`src/rtl/dp_jtag_master_if.sv`:
```
// rtl/dp_jtag_master_if.sv - command/response and JTAG link signals of dp_jtag_master
interface dp_jtag_master_if #(
    parameter int MAX_LEN = 32,
    parameter int LEN_W   = 6
);
    logic               cmd_valid;
    logic               cmd_ready;
    logic [1:0]         cmd_op;
    logic [LEN_W-1:0]   cmd_len;
    logic [MAX_LEN-1:0] cmd_data;
    logic               rsp_valid;
    logic [MAX_LEN-1:0] rsp_data;
    logic               rsp_err;
    logic               busy;
    logic               tck;
    logic               tms;
    logic               tdi;
    logic               tdo;

    modport master (
        input  cmd_valid, cmd_op, cmd_len, cmd_data, tdo,
        output cmd_ready, rsp_valid, rsp_data, rsp_err, busy, tck, tms, tdi
    );

    modport slave (
        output cmd_valid, cmd_op, cmd_len, cmd_data, tdo,
        input  cmd_ready, rsp_valid, rsp_data, rsp_err, busy, tck, tms, tdi
    );
endinterface

```
`src/rtl/dp_jtag_master.sv`:
```
// rtl/dp_jtag_master.sv - JTAG scan master turning IR/DR scan commands into tck/tms/tdi slots
// Define DP_JM_TAP_RESET_CMD_EN to accept op 10 (walk the TAP through Test-Logic-Reset).
module dp_jtag_master #(
    parameter int CLK_DIV = 2,
    parameter int MAX_LEN = 32,
    parameter int LEN_W   = 6
) (
    input  logic             iclk,
    input  logic             reset,
    dp_jtag_master_if.master bus
);
    localparam int CNT_W = $clog2(2 * CLK_DIV);
    localparam int IDX_W = (MAX_LEN > 1) ? $clog2(MAX_LEN) : 1;
    localparam logic [CNT_W-1:0] CNT_RISE   = CNT_W'(CLK_DIV);
    localparam logic [CNT_W-1:0] CNT_SAMPLE = CNT_W'(CLK_DIV - 1);
    localparam logic [CNT_W-1:0] CNT_LAST   = CNT_W'(2 * CLK_DIV - 1);
    localparam logic [LEN_W-1:0] TLR_LAST   = LEN_W'(5);

    typedef enum logic [2:0] {
        S_INIT,
        S_IDLE,
        S_PRE,
        S_SHIFT,
        S_POST,
        S_RESP
`ifdef DP_JM_TAP_RESET_CMD_EN
        , S_TLR
`endif
    } state_e;

    state_e             state_q, state_d;
    logic [LEN_W-1:0]   slot_q, slot_d;
    logic [CNT_W-1:0]   cnt_q, cnt_d;
    logic               ir_q, ir_d;
    logic [LEN_W-1:0]   len_q, len_d;
    logic [MAX_LEN-1:0] data_q, data_d;
    logic [MAX_LEN-1:0] cap_q, cap_d;
    logic               err_q, err_d;
    logic [MAX_LEN-1:0] rsp_data_q, rsp_data_d;
    logic               tck_q, tck_d;
    logic               tms_q, tms_d;
    logic               tdi_q, tdi_d;
    logic               slot_end;
    logic               op_ok;
    logic               bad_cmd;

    always_ff @(posedge iclk) begin
        if (reset) begin
            state_q    <= S_INIT;
            slot_q     <= '0;
            cnt_q      <= '0;
            ir_q       <= 1'b0;
            len_q      <= '0;
            data_q     <= '0;
            cap_q      <= '0;
            err_q      <= 1'b0;
            rsp_data_q <= '0;
            tck_q      <= 1'b0;
            tms_q      <= 1'b1;
            tdi_q      <= 1'b0;
        end else begin
            state_q    <= state_d;
            slot_q     <= slot_d;
            cnt_q      <= cnt_d;
            ir_q       <= ir_d;
            len_q      <= len_d;
            data_q     <= data_d;
            cap_q      <= cap_d;
            err_q      <= err_d;
            rsp_data_q <= rsp_data_d;
            tck_q      <= tck_d;
            tms_q      <= tms_d;
            tdi_q      <= tdi_d;
        end
    end

    always_comb begin
        state_d    = state_q;
        slot_d     = slot_q;
        cnt_d      = cnt_q;
        ir_d       = ir_q;
        len_d      = len_q;
        data_d     = data_q;
        cap_d      = cap_q;
        err_d      = err_q;
        rsp_data_d = rsp_data_q;
        slot_end   = (cnt_q == CNT_LAST);
`ifdef DP_JM_TAP_RESET_CMD_EN
        op_ok      = (bus.cmd_op != 2'b11);
`else
        op_ok      = !bus.cmd_op[1];
`endif
        bad_cmd    = !op_ok || (bus.cmd_len == '0) || (bus.cmd_len > LEN_W'(MAX_LEN));

        if (state_q != S_IDLE && state_q != S_RESP) begin
            cnt_d = slot_end ? '0 : cnt_q + 1'b1;
        end

        case (state_q)
            S_INIT: if (slot_end) begin
                slot_d = slot_q + 1'b1;
                if (slot_q == TLR_LAST) begin
                    slot_d  = '0;
                    state_d = S_IDLE;
                end
            end
            S_IDLE: if (bus.cmd_valid) begin
                ir_d   = (bus.cmd_op == 2'b01);
                len_d  = bus.cmd_len;
                data_d = bus.cmd_data;
                cap_d  = '0;
                slot_d = '0;
                cnt_d  = '0;
                err_d  = bad_cmd;
                if (bad_cmd) begin
                    state_d = S_RESP;
`ifdef DP_JM_TAP_RESET_CMD_EN
                end else if (bus.cmd_op == 2'b10) begin
                    state_d = S_TLR;
`endif
                end else begin
                    state_d = S_PRE;
                end
            end
            S_PRE: if (slot_end) begin
                slot_d = slot_q + 1'b1;
                if (slot_q == (ir_q ? LEN_W'(3) : LEN_W'(2))) begin
                    slot_d  = '0;
                    state_d = S_SHIFT;
                end
            end
            S_SHIFT: begin
                // tdo is taken on the iclk edge that raises tck, before the target can change it
                if (cnt_q == CNT_SAMPLE) begin
                    cap_d[slot_q[IDX_W-1:0]] = bus.tdo;
                end
                if (slot_end) begin
                    slot_d = slot_q + 1'b1;
                    if (slot_q == len_q - LEN_W'(1)) begin
                        slot_d  = '0;
                        state_d = S_POST;
                    end
                end
            end
            S_POST: if (slot_end) begin
                slot_d = slot_q + 1'b1;
                if (slot_q == LEN_W'(1)) begin
                    slot_d  = '0;
                    state_d = S_RESP;
                end
            end
`ifdef DP_JM_TAP_RESET_CMD_EN
            S_TLR: if (slot_end) begin
                slot_d = slot_q + 1'b1;
                if (slot_q == TLR_LAST) begin
                    slot_d  = '0;
                    state_d = S_RESP;
                end
            end
`endif
            S_RESP:  state_d = S_IDLE;
            default: state_d = S_INIT;
        endcase

        if (state_d == S_RESP && state_q != S_RESP) begin
            rsp_data_d = err_d ? '0 : cap_d;
        end
    end

    // Link pins are decoded from the next state so they leave the flops glitch-free.
    always_comb begin
        tck_d = 1'b0;
        tms_d = 1'b0;
        tdi_d = 1'b0;
        case (state_d)
            S_INIT: begin
                tck_d = (cnt_d >= CNT_RISE);
                tms_d = (slot_d != TLR_LAST);
            end
`ifdef DP_JM_TAP_RESET_CMD_EN
            S_TLR: begin
                tck_d = (cnt_d >= CNT_RISE);
                tms_d = (slot_d != TLR_LAST);
            end
`endif
            S_PRE: begin
                tck_d = (cnt_d >= CNT_RISE);
                tms_d = (slot_d < (ir_d ? LEN_W'(2) : LEN_W'(1)));
            end
            S_SHIFT: begin
                tck_d = (cnt_d >= CNT_RISE);
                tms_d = (slot_d == len_d - LEN_W'(1));
                tdi_d = data_d[slot_d[IDX_W-1:0]];
            end
            S_POST: begin
                tck_d = (cnt_d >= CNT_RISE);
                tms_d = (slot_d == '0);
            end
            default: ;
        endcase
    end

    assign bus.cmd_ready = (state_q == S_IDLE);
    assign bus.busy      = (state_q != S_IDLE);
    assign bus.rsp_valid = (state_q == S_RESP);
    assign bus.rsp_err   = (state_q == S_RESP) && err_q;
    assign bus.rsp_data  = rsp_data_q;
    assign bus.tck       = tck_q;
    assign bus.tms       = tms_q;
    assign bus.tdi       = tdi_q;
endmodule
```
`src/flat_wrapper.sv`:
```
// flat-port wrapper written by rule: the top's interface ports become plain ports
module dp_jtag_master_flat 
#(
    parameter int CLK_DIV = 2,
    parameter int MAX_LEN = 32,
    parameter int LEN_W   = 6
)
  (iclk, reset, bus_cmd_valid, bus_cmd_op, bus_cmd_len, bus_cmd_data, bus_tdo, bus_cmd_ready, bus_rsp_valid, bus_rsp_data, bus_rsp_err, bus_busy, bus_tck, bus_tms, bus_tdi);
  dp_jtag_master_if #(.MAX_LEN(MAX_LEN), .LEN_W(LEN_W)) bus_i ();
  input  logic iclk;
  input  logic reset;
  input wire logic [$bits(bus_i.cmd_valid)-1:0] bus_cmd_valid;
  input wire logic [$bits(bus_i.cmd_op)-1:0] bus_cmd_op;
  input wire logic [$bits(bus_i.cmd_len)-1:0] bus_cmd_len;
  input wire logic [$bits(bus_i.cmd_data)-1:0] bus_cmd_data;
  input wire logic [$bits(bus_i.tdo)-1:0] bus_tdo;
  output wire logic [$bits(bus_i.cmd_ready)-1:0] bus_cmd_ready;
  output wire logic [$bits(bus_i.rsp_valid)-1:0] bus_rsp_valid;
  output wire logic [$bits(bus_i.rsp_data)-1:0] bus_rsp_data;
  output wire logic [$bits(bus_i.rsp_err)-1:0] bus_rsp_err;
  output wire logic [$bits(bus_i.busy)-1:0] bus_busy;
  output wire logic [$bits(bus_i.tck)-1:0] bus_tck;
  output wire logic [$bits(bus_i.tms)-1:0] bus_tms;
  output wire logic [$bits(bus_i.tdi)-1:0] bus_tdi;
  assign bus_i.cmd_valid = bus_cmd_valid;
  assign bus_i.cmd_op = bus_cmd_op;
  assign bus_i.cmd_len = bus_cmd_len;
  assign bus_i.cmd_data = bus_cmd_data;
  assign bus_i.tdo = bus_tdo;
  assign bus_cmd_ready = bus_i.cmd_ready;
  assign bus_rsp_valid = bus_i.rsp_valid;
  assign bus_rsp_data = bus_i.rsp_data;
  assign bus_rsp_err = bus_i.rsp_err;
  assign bus_busy = bus_i.busy;
  assign bus_tck = bus_i.tck;
  assign bus_tms = bus_i.tms;
  assign bus_tdi = bus_i.tdi;
  dp_jtag_master #(.CLK_DIV(CLK_DIV), .MAX_LEN(MAX_LEN), .LEN_W(LEN_W)) u_core (.iclk(iclk), .reset(reset), .bus(bus_i));
endmodule
```
`config.mk`:
```
export PLATFORM = sky130hd
export DESIGN_NAME = dp_jtag_master_flat
export DESIGN_NICKNAME = d
export VERILOG_FILES = /design/src/rtl/dp_jtag_master_if.sv /design/src/rtl/dp_jtag_master.sv /design/src/flat_wrapper.sv
export SDC_FILE = /design/constraint.sdc
export NUM_CORES = 1
export LEC_CHECK = 0
export BUFFER_PORTS_ARGS = -buffer_cell sky130_fd_sc_hd__buf_2
export CORE_ASPECT_RATIO = 0.8
export CORE_MARGIN = 4
export CORE_UTILIZATION = 39
export CTS_CLUSTER_DIAMETER = 150
export DETAILED_ROUTE_END_ITERATION = 8
export PLACE_DENSITY = 0.62
export SETUP_SLACK_MARGIN = 0.1
export SYNTH_ARGS = -nofsm -noshare
export SYNTH_HDL_FRONTEND = slang
export SYNTH_SLANG_ARGS = --single-unit
```
`constraint.sdc`:
```
create_clock -name iclk -period 4.9 [get_ports iclk]
set_clock_uncertainty 0.15 [all_clocks]
set_input_delay 0 -clock iclk [delete_from_list [all_inputs] [get_ports iclk]]
set_output_delay 0 -clock iclk [all_outputs]
set_load 0.01 [all_outputs]
```
==> flow_metrics.env <==
export IMPL_status="complete, no violations"
export IMPL_io_buffer_count=82
export IMPL_dr_pass1_iters=5
export IMPL_leakagePower_nw=2.93
export IMPL_hp_class="primary input to flip-flop"
export IMPL_grt_pass1_vias=5323
export IMPL_grt_setup_unrepaired="no"
export IMPL_cts_resized=0
export IMPL_timing_setup_tns_ns=0
export IMPL_clk_pin_slew_ns=0.06
export IMPL_core_mm2=0.0151
export IMPL_vdd_drop_max_uv=260
export IMPL_antenna_left=0
export IMPL_cp_top_family="compound AO/OA/AOI/OAI gates"
export IMPL_io_pins=83
export IMPL_routed_wl_mm=16.4
export IMPL_synth_top_area_frac=0.393
export IMPL_hold_viol=0
export IMPL_fillers=1518
export IMPL_max_slew_margin=0.275
export IMPL_gr_total_overflow=0
export IMPL_drc=0
export IMPL_min_period_ns=4.13
export IMPL_avgSynthCellArea_um2=7.80
export IMPL_num_antenna_cells=0
export IMPL_crit_arrival_ns=4.26
export IMPL_die_area_mm2=0.0175
export IMPL_drt_iter0_markers=408
export IMPL_place_gp_congestion=0.836
export IMPL_antenna_found_initial=0
export IMPL_crit_chain="or3_4 > or4_4 > a32oi_4 > o221ai_2 > mux2i_4 > mux2i_1 > a21oi_1 > o41ai_1 > a211oi_1"
export IMPL_dp_slack_ns=0.766
export IMPL_synth_edff_count=0
export IMPL_cp_max_fo=22
export IMPL_postLayoutCoreUtil=0.494
export IMPL_ctsRootBufferMaster="clkbuf_16"
export IMPL_powerDensity_mw_per_mm2=301
export IMPL_dp_final_hpwl_mm=10.8
export IMPL_r2r_setup_slack_ns=0.77
export IMPL_cap_violations=0
export IMPL_tightest_slew_ns=1.09
export IMPL_period_share=0.844
export IMPL_grt_max_degree=82
export IMPL_synth_distinct_cells=61
export IMPL_drive_gt1_frac=0.165
export IMPL_cts_htree_levels=4
export IMPL_grt_pass1_wl_mm=27.6
export IMPL_dieWidth_um=147
export IMPL_die_height_um=119
export IMPL_final_cell_mix="dfxtp_1, nand2_1, a21oi_1"
export IMPL_synth_seq_cells=118
export IMPL_clk_path_buf_depth=2
export IMPL_layout_nets=914
export IMPL_async_flop_share=0
export IMPL_slowest_stage="mux2i_4"
export IMPL_start_kind="flip-flop"
export IMPL_cp_end_kind="flip-flop"
export IMPL_cts_tree="done"
export IMPL_ys_top_cells_by_area="dfxtp_1, a21oi_1, nand2_1"
export IMPL_yosysTopAreaCell="dfxtp_1"
export IMPL_path_buf_inv=0
export IMPL_synth_cells=771
export IMPL_area_growth_pct=23.7
export IMPL_grt_use_total=0.189
export IMPL_vias_per_cell=5.23
export IMPL_p_total_mw=2.24
export IMPL_setup_ws_ns=0.766
export IMPL_syn_area_mm2=0.00601
export IMPL_critPathRequiredTime_ns=5.03
export IMPL_cp_depth=9
export IMPL_slew_violations=0
export IMPL_mostFrequentLayoutCell="dfxtp_1"
export IMPL_initial_utilization=0.399
export IMPL_whs_path_depth=2
export IMPL_fmax_mhz=242
export IMPL_core_rowCount=40
export IMPL_worstSkewPairLatency_ns=0.41
export IMPL_vias=5667
export IMPL_cts_buffers=17
export IMPL_syn_num_nets=824
export IMPL_ys_seq_area_frac=0.393
export IMPL_clock_sinks=118
export IMPL_cpPeakStageDelay_ns=0.66
export IMPL_holdWs_ns=0.0230
export IMPL_yosys_most_used_dff="dfxtp_1"
export IMPL_r2r_cells=9
export IMPL_finalSetupViolCount=0
export IMPL_worst_setup_path_type="flip-flop to flip-flop"
export IMPL_ys_warn_count=0
export IMPL_wire_per_inst_um=15.1
==> state kept, by name (all words and copies together) (netlist names), 2 cells and up <==
register             flops
u_core.cnt_q             2
u_core.bus.rsp_data     32
u_core.data_q           32
u_core.slot_q            6
u_core.state_q           3
u_core.cap_q            32
u_core.len_q             6
==> area by class of cell <==
class | instances | area, um2 | area share
flip-flops and latches | 118 | 2360 | 0.317
clock buffers | 18 | 429 | 0.0577
inverters | 9 | 33.8 | 0.00454
repair buffers | 128 | 856 | 0.115
multi-input cells | 587 | 3390 | 0.455
well taps | 210 | 263 | 0.0353
clock inverters | 13 | 110 | 0.0148
==> worst reg2reg max path: stages, from the launching register on <==
cell,delay [ns]
dfxtp_1,0.50
or3_4,0.51
or4_4,0.55
a32oi_4,0.37
o221ai_2,0.44
mux2i_4,0.67
mux2i_1,0.26
a21oi_1,0.09
o41ai_1,0.38
a211oi_1,0.09
==> final timing paths <==
| path | end | start |
|---|---|---|
| worst min-delay path | u_core.cap_q[8] | reset |
| worst min register to register | u_core.bus.rsp_data[27] | u_core.bus.rsp_data[27] |
| worst max register to register | u_core.bus.tdi | u_core.slot_q[2] |
| worst max-delay path | u_core.bus.tdi | u_core.slot_q[2] |
==> through the flow <==
step	area, um2	cells
after floorplan	6010	771
after global placement	6510	1013
after detailed placement	6510	1013
after CTS	7440	1083
after global routing	7440	1083
final	7440	1083
==> layer usage <==
metal / GRT usage / routed length [um]
met5: 0 / 0
met4: 0.0353 / 66
met1: 0.289 / 8500
met2: 0.272 / 6840
met3: 0.0426 / 976
==> cells in the mapped netlist (all sizes together) (2+ instances only) <==
| library cell | instances |
|---|---|
| and2 | 10 |
| a211oi | 6 |
| or4 | 2 |
| xnor2 | 10 |
| xor2 | 10 |
| nand3 | 43 |
| nor2 | 56 |
| nor2b | 35 |
| a22oi | 2 |
| or3b | 2 |
| inv | 9 |
| o22ai | 3 |
| o211ai | 5 |
| and3 | 2 |
| nor3b | 5 |
| o21ai | 73 |
| buf | 10 |
| nand2b | 6 |
| mux2 | 4 |
| a21oi | 111 |
| a21o | 2 |
| a221o | 2 |
| ha | 9 |
| nor3 | 9 |
| nand3b | 3 |
| o31ai | 3 |
| mux2i | 29 |
| or2 | 3 |
| or3 | 2 |
| a21boi | 2 |
| clkbuf | 47 |
| o2bb2ai | 2 |
| dfxtp | 118 |
| nand2 | 115 |
| nand4 | 3 |
| and3b | 2 |
| o221ai | 2 |
==> where the power goes <==
group	internal (mW)	switching, mW
logic	0.0591	0.0648
registers	0.964	0.00444
clock network	0.690	0.454
==> timing repair <==
| action | CTS | global route |
|---|---|---|
| hold buffers | 39 | 0 |
| setup endpoints to repair | 0 | 0 |
| setup buffers | 0 | 0 |
| endpoints found under the hold margin | 40 | 0 |
==> logic make-up (layout without fill, tap and decap cells) <==
| logic type | after synthesis | count (layout) | share of synthesized area |
|---|---|---|---|
| xor gates and xnor gates | 20 | 20 | 0.0291 |
| AOI/OAI and AO/OA | 223 | 223 | 0.217 |
| adders and majority gates | 9 | 9 | 0.0187 |
| and+or+nand+nor | 302 | 302 | 0.238 |
| muxes | 33 | 33 | 0.0578 |
| DFF | 118 | 118 | 0.393 |
| buffers and inverters | 66 | 168 | 0.0458 |
(Power assumes the default switching activity.)
